**config.mk**
```make
export PLATFORM = sky130hd
export DESIGN_NAME = branch_pred_unit_flat
export DESIGN_NICKNAME = d
export VERILOG_FILES = /design/src/rtl/branch_pred_unit_pkg.sv /design/src/rtl/branch_pred_unit_if.sv /design/src/rtl/branch_pred_unit_sat_ctr2.sv /design/src/rtl/branch_pred_unit.sv /design/src/flat_wrapper.sv
export SDC_FILE = /design/constraint.sdc
export NUM_CORES = 2
export LEC_CHECK = 0
export CAP_MARGIN = 10
export CORE_ASPECT_RATIO = 1.25
export CORE_MARGIN = 4
export CORE_UTILIZATION = 60
export CTS_CLUSTER_SIZE = 40
export DETAILED_ROUTE_END_ITERATION = 10
export GPL_TIMING_DRIVEN = 0
export PLACE_DENSITY_LB_ADDON = 0.3
export SLEW_MARGIN = 40
export SYNTH_ARGS = -nofsm -noshare
export SYNTH_HDL_FRONTEND = slang
export SYNTH_SLANG_ARGS = --single-unit
```
**constraint.sdc**
```tcl
create_clock -name clk -period 99.9 [get_ports clk]
set_input_delay 29.97 -clock clk [delete_from_list [all_inputs] [get_ports clk]]
set_output_delay 29.97 -clock clk [all_outputs]
set_load 0.02 [all_outputs]
```
**src/rtl/branch_pred_unit_pkg.sv**
```systemverilog
// Shared definitions for the branch prediction unit: branch codes, counter
// states and the per-entry BTB metadata.
package bpu_pkg;

  localparam logic [2:0] BR_NONE = 3'b000;
  localparam logic [2:0] BR_JAL  = 3'b001;
  localparam logic [2:0] BR_JALR = 3'b010;
  localparam logic [2:0] BR_RSVD = 3'b011;
  localparam logic [2:0] BR_BEQ  = 3'b100;
  localparam logic [2:0] BR_BNE  = 3'b101;
  localparam logic [2:0] BR_BLT  = 3'b110;
  localparam logic [2:0] BR_BGE  = 3'b111;

  localparam logic [1:0] SNT = 2'b00;
  localparam logic [1:0] WNT = 2'b01;
  localparam logic [1:0] WT  = 2'b10;
  localparam logic [1:0] ST  = 2'b11;

  // Tag and target are XLEN-dependent, so they live in separate arrays.
  typedef struct packed {
    logic       valid;
    logic       is_jump;
    logic [1:0] ctr;
  } bpu_meta_t;

  function automatic logic br_taken(logic [2:0] code, logic less, logic zero);
    logic t;
    case (code)
      BR_JAL, BR_JALR: t = 1'b1;
      BR_BEQ:          t = zero;
      BR_BNE:          t = ~zero;
      BR_BLT:          t = less;
      BR_BGE:          t = ~less;
      default:         t = 1'b0;
    endcase
    return t;
  endfunction

  function automatic logic br_eligible(logic [2:0] code);
    return (code != BR_NONE) && (code != BR_RSVD);
  endfunction

endpackage

```
**src/rtl/branch_pred_unit_if.sv**
```systemverilog
// Lookup / resolve / redirect / perf bundle between the pipeline and the BPU.
interface branch_pred_unit_if #(
  parameter int unsigned XLEN  = 32,
  parameter int unsigned CNT_W = 32
);
  logic [XLEN-1:0]  if_pc;
  logic             pred_taken;
  logic [XLEN-1:0]  pred_target;
  logic             ex_valid;
  logic [XLEN-1:0]  ex_pc;
  logic [2:0]       ex_branch;
  logic             ex_less;
  logic             ex_zero;
  logic [XLEN-1:0]  ex_target;
  logic             ex_pred_taken;
  logic [XLEN-1:0]  ex_pred_target;
  logic             flush;
  logic             redirect_valid;
  logic [XLEN-1:0]  redirect_pc;
  logic [CNT_W-1:0] perf_br_cnt;
  logic [CNT_W-1:0] perf_mis_cnt;

  modport master (
    output if_pc, ex_valid, ex_pc, ex_branch, ex_less, ex_zero, ex_target,
           ex_pred_taken, ex_pred_target, flush,
    input  pred_taken, pred_target, redirect_valid, redirect_pc, perf_br_cnt, perf_mis_cnt
  );

  modport slave (
    input  if_pc, ex_valid, ex_pc, ex_branch, ex_less, ex_zero, ex_target,
           ex_pred_taken, ex_pred_target, flush,
    output pred_taken, pred_target, redirect_valid, redirect_pc, perf_br_cnt, perf_mis_cnt
  );
endinterface

```
**src/rtl/branch_pred_unit_sat_ctr2.sv**
```systemverilog
// 2-bit saturating up/down counter next-state function.
module sat_ctr2
  import bpu_pkg::*;
(
  input  logic [1:0] ctr_i,
  input  logic       inc_i,
  output logic [1:0] ctr_o
);
  always_comb begin
    ctr_o = ctr_i;
    if (inc_i) begin
      if (ctr_i != ST) ctr_o = ctr_i + 2'd1;
    end else begin
      if (ctr_i != SNT) ctr_o = ctr_i - 2'd1;
    end
  end
endmodule

```
**src/rtl/branch_pred_unit.sv**
```systemverilog
// Direct-mapped BTB with 2-bit direction counters, registered mispredict
// redirect and performance counters.
module branch_pred_unit
  import bpu_pkg::*;
#(
  parameter int unsigned XLEN    = 32,
  parameter int unsigned ENTRIES = 16,
  parameter int unsigned CNT_W   = 32
) (
  input  logic               clk,
  input  logic               rst,
  branch_pred_unit_if.slave  bus
);
  localparam int unsigned IDX_W = $clog2(ENTRIES);
  localparam int unsigned TAG_W = XLEN - IDX_W - 2;

  bpu_meta_t        meta_q [ENTRIES];
  bpu_meta_t        meta_d [ENTRIES];
  logic [TAG_W-1:0] tag_q  [ENTRIES];
  logic [TAG_W-1:0] tag_d  [ENTRIES];
  logic [XLEN-1:0]  tgt_q  [ENTRIES];
  logic [XLEN-1:0]  tgt_d  [ENTRIES];

  logic             redirect_valid_q, redirect_valid_d;
  logic [XLEN-1:0]  redirect_pc_q, redirect_pc_d;
  logic [CNT_W-1:0] br_cnt_q, br_cnt_d;
  logic [CNT_W-1:0] mis_cnt_q, mis_cnt_d;

  logic [IDX_W-1:0] if_idx, ex_idx;
  logic [TAG_W-1:0] if_tag, ex_tag;
  logic             lk_hit, ex_hit, taken, upd_en, is_jmp, mispredict;
  logic [1:0]       ctr_nxt;
  logic [3:0]       unused_pc_lsb;

  assign if_idx = bus.if_pc[IDX_W+1:2];
  assign if_tag = bus.if_pc[XLEN-1:IDX_W+2];
  assign ex_idx = bus.ex_pc[IDX_W+1:2];
  assign ex_tag = bus.ex_pc[XLEN-1:IDX_W+2];
  assign unused_pc_lsb = {bus.if_pc[1:0], bus.ex_pc[1:0]};

  assign lk_hit = meta_q[if_idx].valid && (tag_q[if_idx] == if_tag);
  assign ex_hit = meta_q[ex_idx].valid && (tag_q[ex_idx] == ex_tag);

  assign taken  = br_taken(bus.ex_branch, bus.ex_less, bus.ex_zero);
  assign upd_en = bus.ex_valid && br_eligible(bus.ex_branch);
  assign is_jmp = (bus.ex_branch == BR_JAL) || (bus.ex_branch == BR_JALR);
  assign mispredict = bus.ex_valid &&
      ((taken != bus.ex_pred_taken) || (taken && (bus.ex_target != bus.ex_pred_target)));

  sat_ctr2 u_sat_ctr2 (
    .ctr_i (meta_q[ex_idx].ctr),
    .inc_i (taken),
    .ctr_o (ctr_nxt)
  );

  assign bus.pred_taken     = lk_hit && (meta_q[if_idx].is_jump || meta_q[if_idx].ctr[1]);
  assign bus.pred_target    = lk_hit ? tgt_q[if_idx] : '0;
  assign bus.redirect_valid = redirect_valid_q;
  assign bus.redirect_pc    = redirect_pc_q;
  assign bus.perf_br_cnt    = br_cnt_q;
  assign bus.perf_mis_cnt   = mis_cnt_q;

  always_comb begin
    meta_d = meta_q;
    tag_d  = tag_q;
    tgt_d  = tgt_q;
    if (bus.flush) begin
      for (int i = 0; i < ENTRIES; i++) meta_d[i].valid = 1'b0;
    end else if (upd_en) begin
      if (ex_hit) begin
        meta_d[ex_idx].ctr     = ctr_nxt;
        meta_d[ex_idx].is_jump = is_jmp;
        if (taken) tgt_d[ex_idx] = bus.ex_target;
      end else begin
        meta_d[ex_idx] = '{valid: 1'b1, is_jump: is_jmp, ctr: (taken ? WT : WNT)};
        tag_d[ex_idx]  = ex_tag;
        tgt_d[ex_idx]  = bus.ex_target;
      end
    end else if (bus.ex_valid && ex_hit) begin
      // A non-branch now lives at this PC; drop the stale prediction.
      meta_d[ex_idx].valid = 1'b0;
    end
  end

  always_comb begin
    redirect_valid_d = mispredict;
    redirect_pc_d    = redirect_pc_q;
    if (mispredict) redirect_pc_d = taken ? bus.ex_target : bus.ex_pc + XLEN'(4);
    br_cnt_d  = upd_en ? br_cnt_q + CNT_W'(1) : br_cnt_q;
    mis_cnt_d = mispredict ? mis_cnt_q + CNT_W'(1) : mis_cnt_q;
  end

  always_ff @(posedge clk or posedge rst) begin
    if (rst) begin
      for (int i = 0; i < ENTRIES; i++) begin
        meta_q[i] <= '{valid: 1'b0, is_jump: 1'b0, ctr: WNT};
        tag_q[i]  <= '0;
        tgt_q[i]  <= '0;
      end
      redirect_valid_q <= 1'b0;
      redirect_pc_q    <= '0;
      br_cnt_q         <= '0;
      mis_cnt_q        <= '0;
    end else begin
      meta_q           <= meta_d;
      tag_q            <= tag_d;
      tgt_q            <= tgt_d;
      redirect_valid_q <= redirect_valid_d;
      redirect_pc_q    <= redirect_pc_d;
      br_cnt_q         <= br_cnt_d;
      mis_cnt_q        <= mis_cnt_d;
    end
  end
endmodule

```
**src/flat_wrapper.sv**
```systemverilog
// flat-port wrapper written by rule: the top's interface ports become plain ports
module branch_pred_unit_flat import bpu_pkg::*;
#(
  parameter int unsigned XLEN    = 32,
  parameter int unsigned ENTRIES = 16,
  parameter int unsigned CNT_W   = 32
)
  (clk, rst, bus_if_pc, bus_ex_valid, bus_ex_pc, bus_ex_branch, bus_ex_less, bus_ex_zero, bus_ex_target, bus_ex_pred_taken, bus_ex_pred_target, bus_flush, bus_pred_taken, bus_pred_target, bus_redirect_valid, bus_redirect_pc, bus_perf_br_cnt, bus_perf_mis_cnt);
  branch_pred_unit_if #(.XLEN(XLEN), .CNT_W(CNT_W)) bus_i ();
  input  logic clk;
  input  logic rst;
  input wire logic [$bits(bus_i.if_pc)-1:0] bus_if_pc;
  input wire logic [$bits(bus_i.ex_valid)-1:0] bus_ex_valid;
  input wire logic [$bits(bus_i.ex_pc)-1:0] bus_ex_pc;
  input wire logic [$bits(bus_i.ex_branch)-1:0] bus_ex_branch;
  input wire logic [$bits(bus_i.ex_less)-1:0] bus_ex_less;
  input wire logic [$bits(bus_i.ex_zero)-1:0] bus_ex_zero;
  input wire logic [$bits(bus_i.ex_target)-1:0] bus_ex_target;
  input wire logic [$bits(bus_i.ex_pred_taken)-1:0] bus_ex_pred_taken;
  input wire logic [$bits(bus_i.ex_pred_target)-1:0] bus_ex_pred_target;
  input wire logic [$bits(bus_i.flush)-1:0] bus_flush;
  output wire logic [$bits(bus_i.pred_taken)-1:0] bus_pred_taken;
  output wire logic [$bits(bus_i.pred_target)-1:0] bus_pred_target;
  output wire logic [$bits(bus_i.redirect_valid)-1:0] bus_redirect_valid;
  output wire logic [$bits(bus_i.redirect_pc)-1:0] bus_redirect_pc;
  output wire logic [$bits(bus_i.perf_br_cnt)-1:0] bus_perf_br_cnt;
  output wire logic [$bits(bus_i.perf_mis_cnt)-1:0] bus_perf_mis_cnt;
  assign bus_i.if_pc = bus_if_pc;
  assign bus_i.ex_valid = bus_ex_valid;
  assign bus_i.ex_pc = bus_ex_pc;
  assign bus_i.ex_branch = bus_ex_branch;
  assign bus_i.ex_less = bus_ex_less;
  assign bus_i.ex_zero = bus_ex_zero;
  assign bus_i.ex_target = bus_ex_target;
  assign bus_i.ex_pred_taken = bus_ex_pred_taken;
  assign bus_i.ex_pred_target = bus_ex_pred_target;
  assign bus_i.flush = bus_flush;
  assign bus_pred_taken = bus_i.pred_taken;
  assign bus_pred_target = bus_i.pred_target;
  assign bus_redirect_valid = bus_i.redirect_valid;
  assign bus_redirect_pc = bus_i.redirect_pc;
  assign bus_perf_br_cnt = bus_i.perf_br_cnt;
  assign bus_perf_mis_cnt = bus_i.perf_mis_cnt;
  branch_pred_unit #(.XLEN(XLEN), .ENTRIES(ENTRIES), .CNT_W(CNT_W)) u_core (.clk(clk), .rst(rst), .bus(bus_i));
endmodule
```
# After elaboration in Yosys (flattened, before gate mapping)
# Cells that the tools add are included.
[totals]
regBits = 1089
inputBits = 138
out_inout_bits = 130
word_cells = 192
[classes]
add_sub_neg = 5
n_lt_le_gt_ge = 3
n_eq_ne = 13
mux = 61
n_bitwise = 6
n_reduce_logical = 20
[op_table]
columns = ["operator", "n"]
rows = [
  ["512-bit 2-to-1 mux", 2],
  ["512-bit bitwise mux", 1],
  ["416-bit bitwise mux", 1],
  ["64-bit bitwise mux", 4],
  ["26-bit binary-select mux with 4-bit select", 2],
  ["64-bit 2-to-1 mux", 3],
  ["32-bit 2-to-1 mux", 5],
  ["26-bit 2-to-1 mux", 5],
  ["32-bit binary-select mux with 4-bit select", 1],
  ["32-bit demux with 4-bit select", 1],
  ["26-bit demux with 4-bit select", 1],
  ["32-bit by 1-bit adder with 32-bit output (second input constant)", 2],
  ["4-bit demux with 4-bit select", 4],
  ["26-bit == test", 2],
  ["32-bit by 3-bit adder with 32-bit output (second input constant)", 1],
  ["4-bit binary-select mux with 4-bit select", 2],
  ["32-bit inequality test", 1],
  ["4-bit 2-to-1 mux", 6],
  ["1-bit 2-to-1 mux", 16],
  ["3-bit == test (second input constant)", 4],
  ["5-bit greater-or-equal comparator (second input constant)", 2],
  ["2-bit 2-to-1 mux", 5],
  ["4-bit inverter with 5-bit output", 2],
  ["1-bit logical AND", 9],
  ["other kinds (17)", 26],
]

# Logic depth before layout (Yosys ltp)
[logic_depth]
word_depth = 12
ltp_mapped = 18

# By module
# A second synthesis with hierarchy kept.
[unflattened]
cells_unflattened = 3684
area_unflattened_um2 = 54469.7
[modules_own_cells]
columns = ["module", "n_inst", "cells_per_inst", "area_per_inst_um2", "seq_area_each_um2"]
rows = [
  ["branch_pred_unit", 1, 3681, 54443.5, 27271.2],
  ["sat_ctr2", 1, 3, 26.3, 0.0],
]

# Least setup slack after synthesis
# No wires, ideal clock.
[synth_timing]
kind = "input-to-output"
from = "in bus_if_pc[2]"
to = "out bus_pred_target[10]"
arrival_time_ns = 33.445
path_slack_ns = 36.485
stages = 10
n_path_buf = 4
cell_sequence = "clkbuf_1 buf_1 buf_1 mux4_2 mux4_2 xor2_1 nor4_1 nand4_1 clkbuf_1 nor2b_1"
[synth_between]
elab_chain_len = 7
elab_cells_between_ends = 13
cone_classes = "eq/ne: 1; mux: 10; bitwise: 1; reduce/logical: 1"
[synth_rtl]
columns = ["element", "line_no", "rtl"]
rows = [
  ["start, declared", "flat_wrapper.sv:12", "input wire logic [$bits(bus_i.if_pc)-1:0] bus_if_pc;"],
  ["4-bit inverter with 5-bit output (implied by the code) *", "branch_pred_unit.sv:41, branch_pred_unit.sv:57", ""],
  ["26-bit binary-select mux with 4-bit select", "branch_pred_unit.sv:41", "assign lk_hit = meta_q[if_idx].valid && (tag_q[if_idx] == if_tag);"],
  ["26-bit 2-to-1 mux (implied by the code) (2 in a row)", "branch_pred_unit.sv:41", ""],
  ["26-bit == test", "branch_pred_unit.sv:41", ""],
  ["1-bit logical AND", "branch_pred_unit.sv:41", ""],
  ["32-bit 2-to-1 mux *", "branch_pred_unit.sv:57", "assign bus.pred_target = lk_hit ? tgt_q[if_idx] : '0;"],
  ["end, declared", "flat_wrapper.sv:23", "output wire logic [$bits(bus_i.pred_target)-1:0] bus_pred_target;"],
]
# Mark *: on every way between the ends. The rest lies on a longest branch, timed or not. The select of a mux whose other input is x is not followed.

# Worst setup path after layout
[layout_timing]
from = "in bus_if_pc[3]"
to = "out bus_pred_target[19]"
# Same word-level chain as after synthesis.

==> flow_summary.ini <==
[setup_path]
critPathLaunchType = input pin
arrival_ns = 36.03
crit_start = bus_if_pc[3]
path_max_fanout = 10
reg2regPathDepth = 11
cp_data_required_time_ns = 69.93
r2r_start = u_core.tag_q[169]$_DFFE_PP0P_
setup.worst_path.end_class = primary output
cpMostUsedCell = clkbuf_2
timing.critical_path.cells = clkbuf_2 > buf_2 > clkbuf_2 > mux4_2 > mux4_2 > xnor2_1 > nand4_1 > nor4_1 > nand4_1 > clkbuf_2 > nor2b_1 > clkdlybuf4s50_1
regToRegEndpoint = u_core.meta_q[60]$_DFFE_PP1P_
critPathKind = input pin to primary output
rrSetupSlack_ns = 95.33
max_stage_delay_ns = 0.67
cp_slowest_cell = clkdlybuf4s50_1

[routing]
wl_um = 191000
wire_per_inst_um = 34.16
antenna_left = 0
vias = 38448
drtPass1Iterations = 6
drc = 0
drt_iter0_drc = 4588
vias_per_cell = 6.877

[place]
placed_cells = 5385
gp_congestion = 1.035
dp_hpwl_um = 136200
portBuffers = 227

[floorplanning]
design.die.area_um2 = 100200
dieWidth_um = 283.9
start_util_pct = 60.45
rows = 126
die_h_um = 352.8
io_pins = 268
core_area_um2 = 94430

[power_and_ir_drop]
pwr_density_cell_nw_per_um2 = 19.73
leakage_nw = 28.49
ir_drop_v = 0.00001735

[min_path]
holdPathStages = 1
hold_class = flip-flop to flip-flop
hold_start = u_core.bus.perf_mis_cnt[31]$_DFFE_PP0P_
min_to = u_core.bus.perf_mis_cnt[31]$_DFFE_PP0P_

[global_route]
first_global_vias = 39503
grt_antenna_before_repair = 12
grt_util_all_layers_pct = 37.87
grt_max_degree = 83
grt_pass1_wl_um = 276200
gr-total-overflow = 0

[yosys]
synth.yosys.seq_area_share_pct = 47.78
synth_cells = 3918
yosysWarnings = 0
yosys.cell_types.count = 74
synth_enable_flop_cells = 0
ys_async_sr_fraction_pct = 100.0
syn_nets = 4062
ys_ff_latch = 1089
syn_area_um2 = 57080
avgSynthCellArea_um2 = 14.57
synthFlopType = dfrtp_1

[clock_network]
post-cts-setup-buffers = 0
post_cts_resized = 0
clkLatencyLatePin_ns = 0.72
clk_pin_slew_ns = 0.06
cts_buffers = 107
root_buffer = clkbuf_16
cts_max_path_buffers = 3
cts_hold_buf = 0
cts_tree = done
cts.sinks = 1089
cts-htree-levels = 3

[sta]
setup_violations = 0
tightest_slew_ns = 0.9859
fmax_ghz = 0.01515
max-slew-margin-rel_pct = 34.14
fin_crit_ns = 66.00
timing.final.max_slew_violations = 0
grt_setup_unrepaired = false
finClkSkew_ns = 0.03068
finalCritPeriodShare_pct = 66.06
hold_viol = 0
tns_ns = 0

[final_layout]
layoutNonFillerInstCount = 5591
layout.nets = 4422
fillCellCount = 6362
layout-drive-gt1-share_pct = 40.05
multi_input_comb_area_um2 = 27820
regArea_um2 = 27270
syn_to_final_growth_pct = 14.60

[status]
status = completed

[run]
drv_cap = 0
==> state kept, by name (all words and copies together), names as in the netlist <==
| register | cells |
|---|---|
| u_core.bus.perf_br_cnt | 32 |
| u_core.bus.redirect_pc | 32 |
| u_core.tgt_q | 512 |
| u_core.bus.perf_mis_cnt | 32 |
| u_core.meta_q | 64 |
| u_core.bus.redirect_valid | 1 |
| u_core.tag_q | 416 |
==> per-layer routing <==
metal	global-route usage, %	vias up	wire length (um)
met5	0	-	61
met4	27.09	8	17040
met3	8.276	703	17130
met2	58.44	2399	87260
met1	47.83	20092	69470
li1	-	15246	-
==> kinds of logic after synthesis <==
| kind of cell | synth area share [%] |
|---|---|
| xor+xnor | 2.562 |
| simple gates | 4.456 |
| fa+ha+maj | 0.1491 |
| compound gates | 3.972 |
| buf+inv | 3.606 |
| flops | 47.78 |
| mux | 37.48 |
==> critical path: cells and delay by family <==
kind	cells	cell delay, ns
xor+xnor	1	0.64
buf+inv	5	2.84
simple gates	4	1.66
mux	2	0.86
==> how the worst max path moves through the flow <==
| stage | slack (ns) | end | cells past startpoint |
|---|---|---|---|
| floorplan | 36.48 | bus_pred_target[10] | 10 |
| global placement | 27.48 | u_core.tgt_q[462]$_DFFE_PP0P_ | 2 |
| detailed placement | 34.11 | bus_pred_target[19] | 12 |
| CTS | 34.12 | bus_pred_target[19] | 12 |
| global route | 34.09 | bus_pred_target[19] | 12 |
| finish | 33.90 | bus_pred_target[19] | 12 |
==> power by group <==
group / leakage, nW / internal, mW / switching, mW
Combinational: 12.5 / 0.155 / 0.118
Sequential: 14.2 / 0.520 / 0.0585
Clock: 1.86 / 0.253 / 0.186
Total: 28.5 / 0.928 / 0.363
==> placed cells by master (no fill, tap or decap), types with 11 or more instances in the layout <==
cell type	Yosys	final
and3_1	19	19
mux2_4	444	444
xnor2_1	113	113
xor2_1	54	53
or3_1	11	11
buf_16	0	20
clkbuf_2	9	50
dfrtp_1	1073	1073
buf_2	58	79
nand2_1	147	147
nand4_1	35	35
a22oi_1	17	17
clkbuf_8	0	19
dfstp_2	16	16
nor3_1	30	28
mux2i_1	101	101
o21ai_0	177	177
clkbuf_1	193	175
mux4_2	377	377
nor4_1	15	11
buf_6	54	55
clkdlybuf4s50_1	0	227
inv_1	24	23
bufinv_16	0	15
nand2b_1	13	13
nor2_1	93	92
buf_4	17	18
mux2_2	464	464
clkbuf_16	0	108
clkinv_2	0	26
a21oi_1	89	87
nand3_1	50	50
nor2b_1	43	43
==> through the flow <==
step                worst slack, ns  util (%)  cell area (um^2)  power [mW]  hold slack (ns)
finish                        33.90     69.27             65410       1.291           0.4697
global route                  34.09     69.26             65400       1.330           0.4895
CTS                           34.12     69.24             65390       1.285           0.4745
detailed placement            34.11     65.24             61600      0.8499           0.4655
global placement              27.48     64.46             60870      0.8383           0.4590
floorplan                     36.48         -             57080      0.7588           0.4508
==> cell type report <==
class | instances | share of cell area [%]
Clock buffer | 147 | 4.646
Sequential cell | 1089 | 41.69
Antenna cell | 6 | 0.02295
Multi-Input combinational cell | 2434 | 42.53
Inverter | 30 | 0.1836
Timing Repair Buffer | 251 | 4.374
Clock inverter | 53 | 1.134
Buffer | 365 | 3.091
Tap cell | 1216 | 2.326
==> Yosys cell counts (13+ instances only) <==
cell / number / area, um^2
a21oi_1: 89 / 445.4
a22oi_1: 17 / 127.6
and3_1: 19 / 118.9
buf_1: 32 / 120.1
buf_2: 58 / 290.3
buf_4: 17 / 127.6
buf_6: 54 / 608.1
clkbuf_1: 193 / 724.4
dfrtp_1: 1073 / 26850
dfstp_2: 16 / 420.4
inv_1: 24 / 90.09
mux2_2: 464 / 5225
mux2_4: 444 / 6666
mux2i_1: 101 / 1011
mux4_2: 377 / 8491
nand2_1: 147 / 551.8
nand2b_1: 13 / 81.33
nand3_1: 50 / 250.2
nand4_1: 35 / 219.0
nor2_1: 93 / 349.1
nor2b_1: 43 / 269.0
nor3_1: 30 / 150.1
nor4_1: 15 / 93.84
o21ai_0: 177 / 885.9
xnor2_1: 113 / 989.7
xor2_1: 54 / 473.0
(Power assumes the default switching activity.)
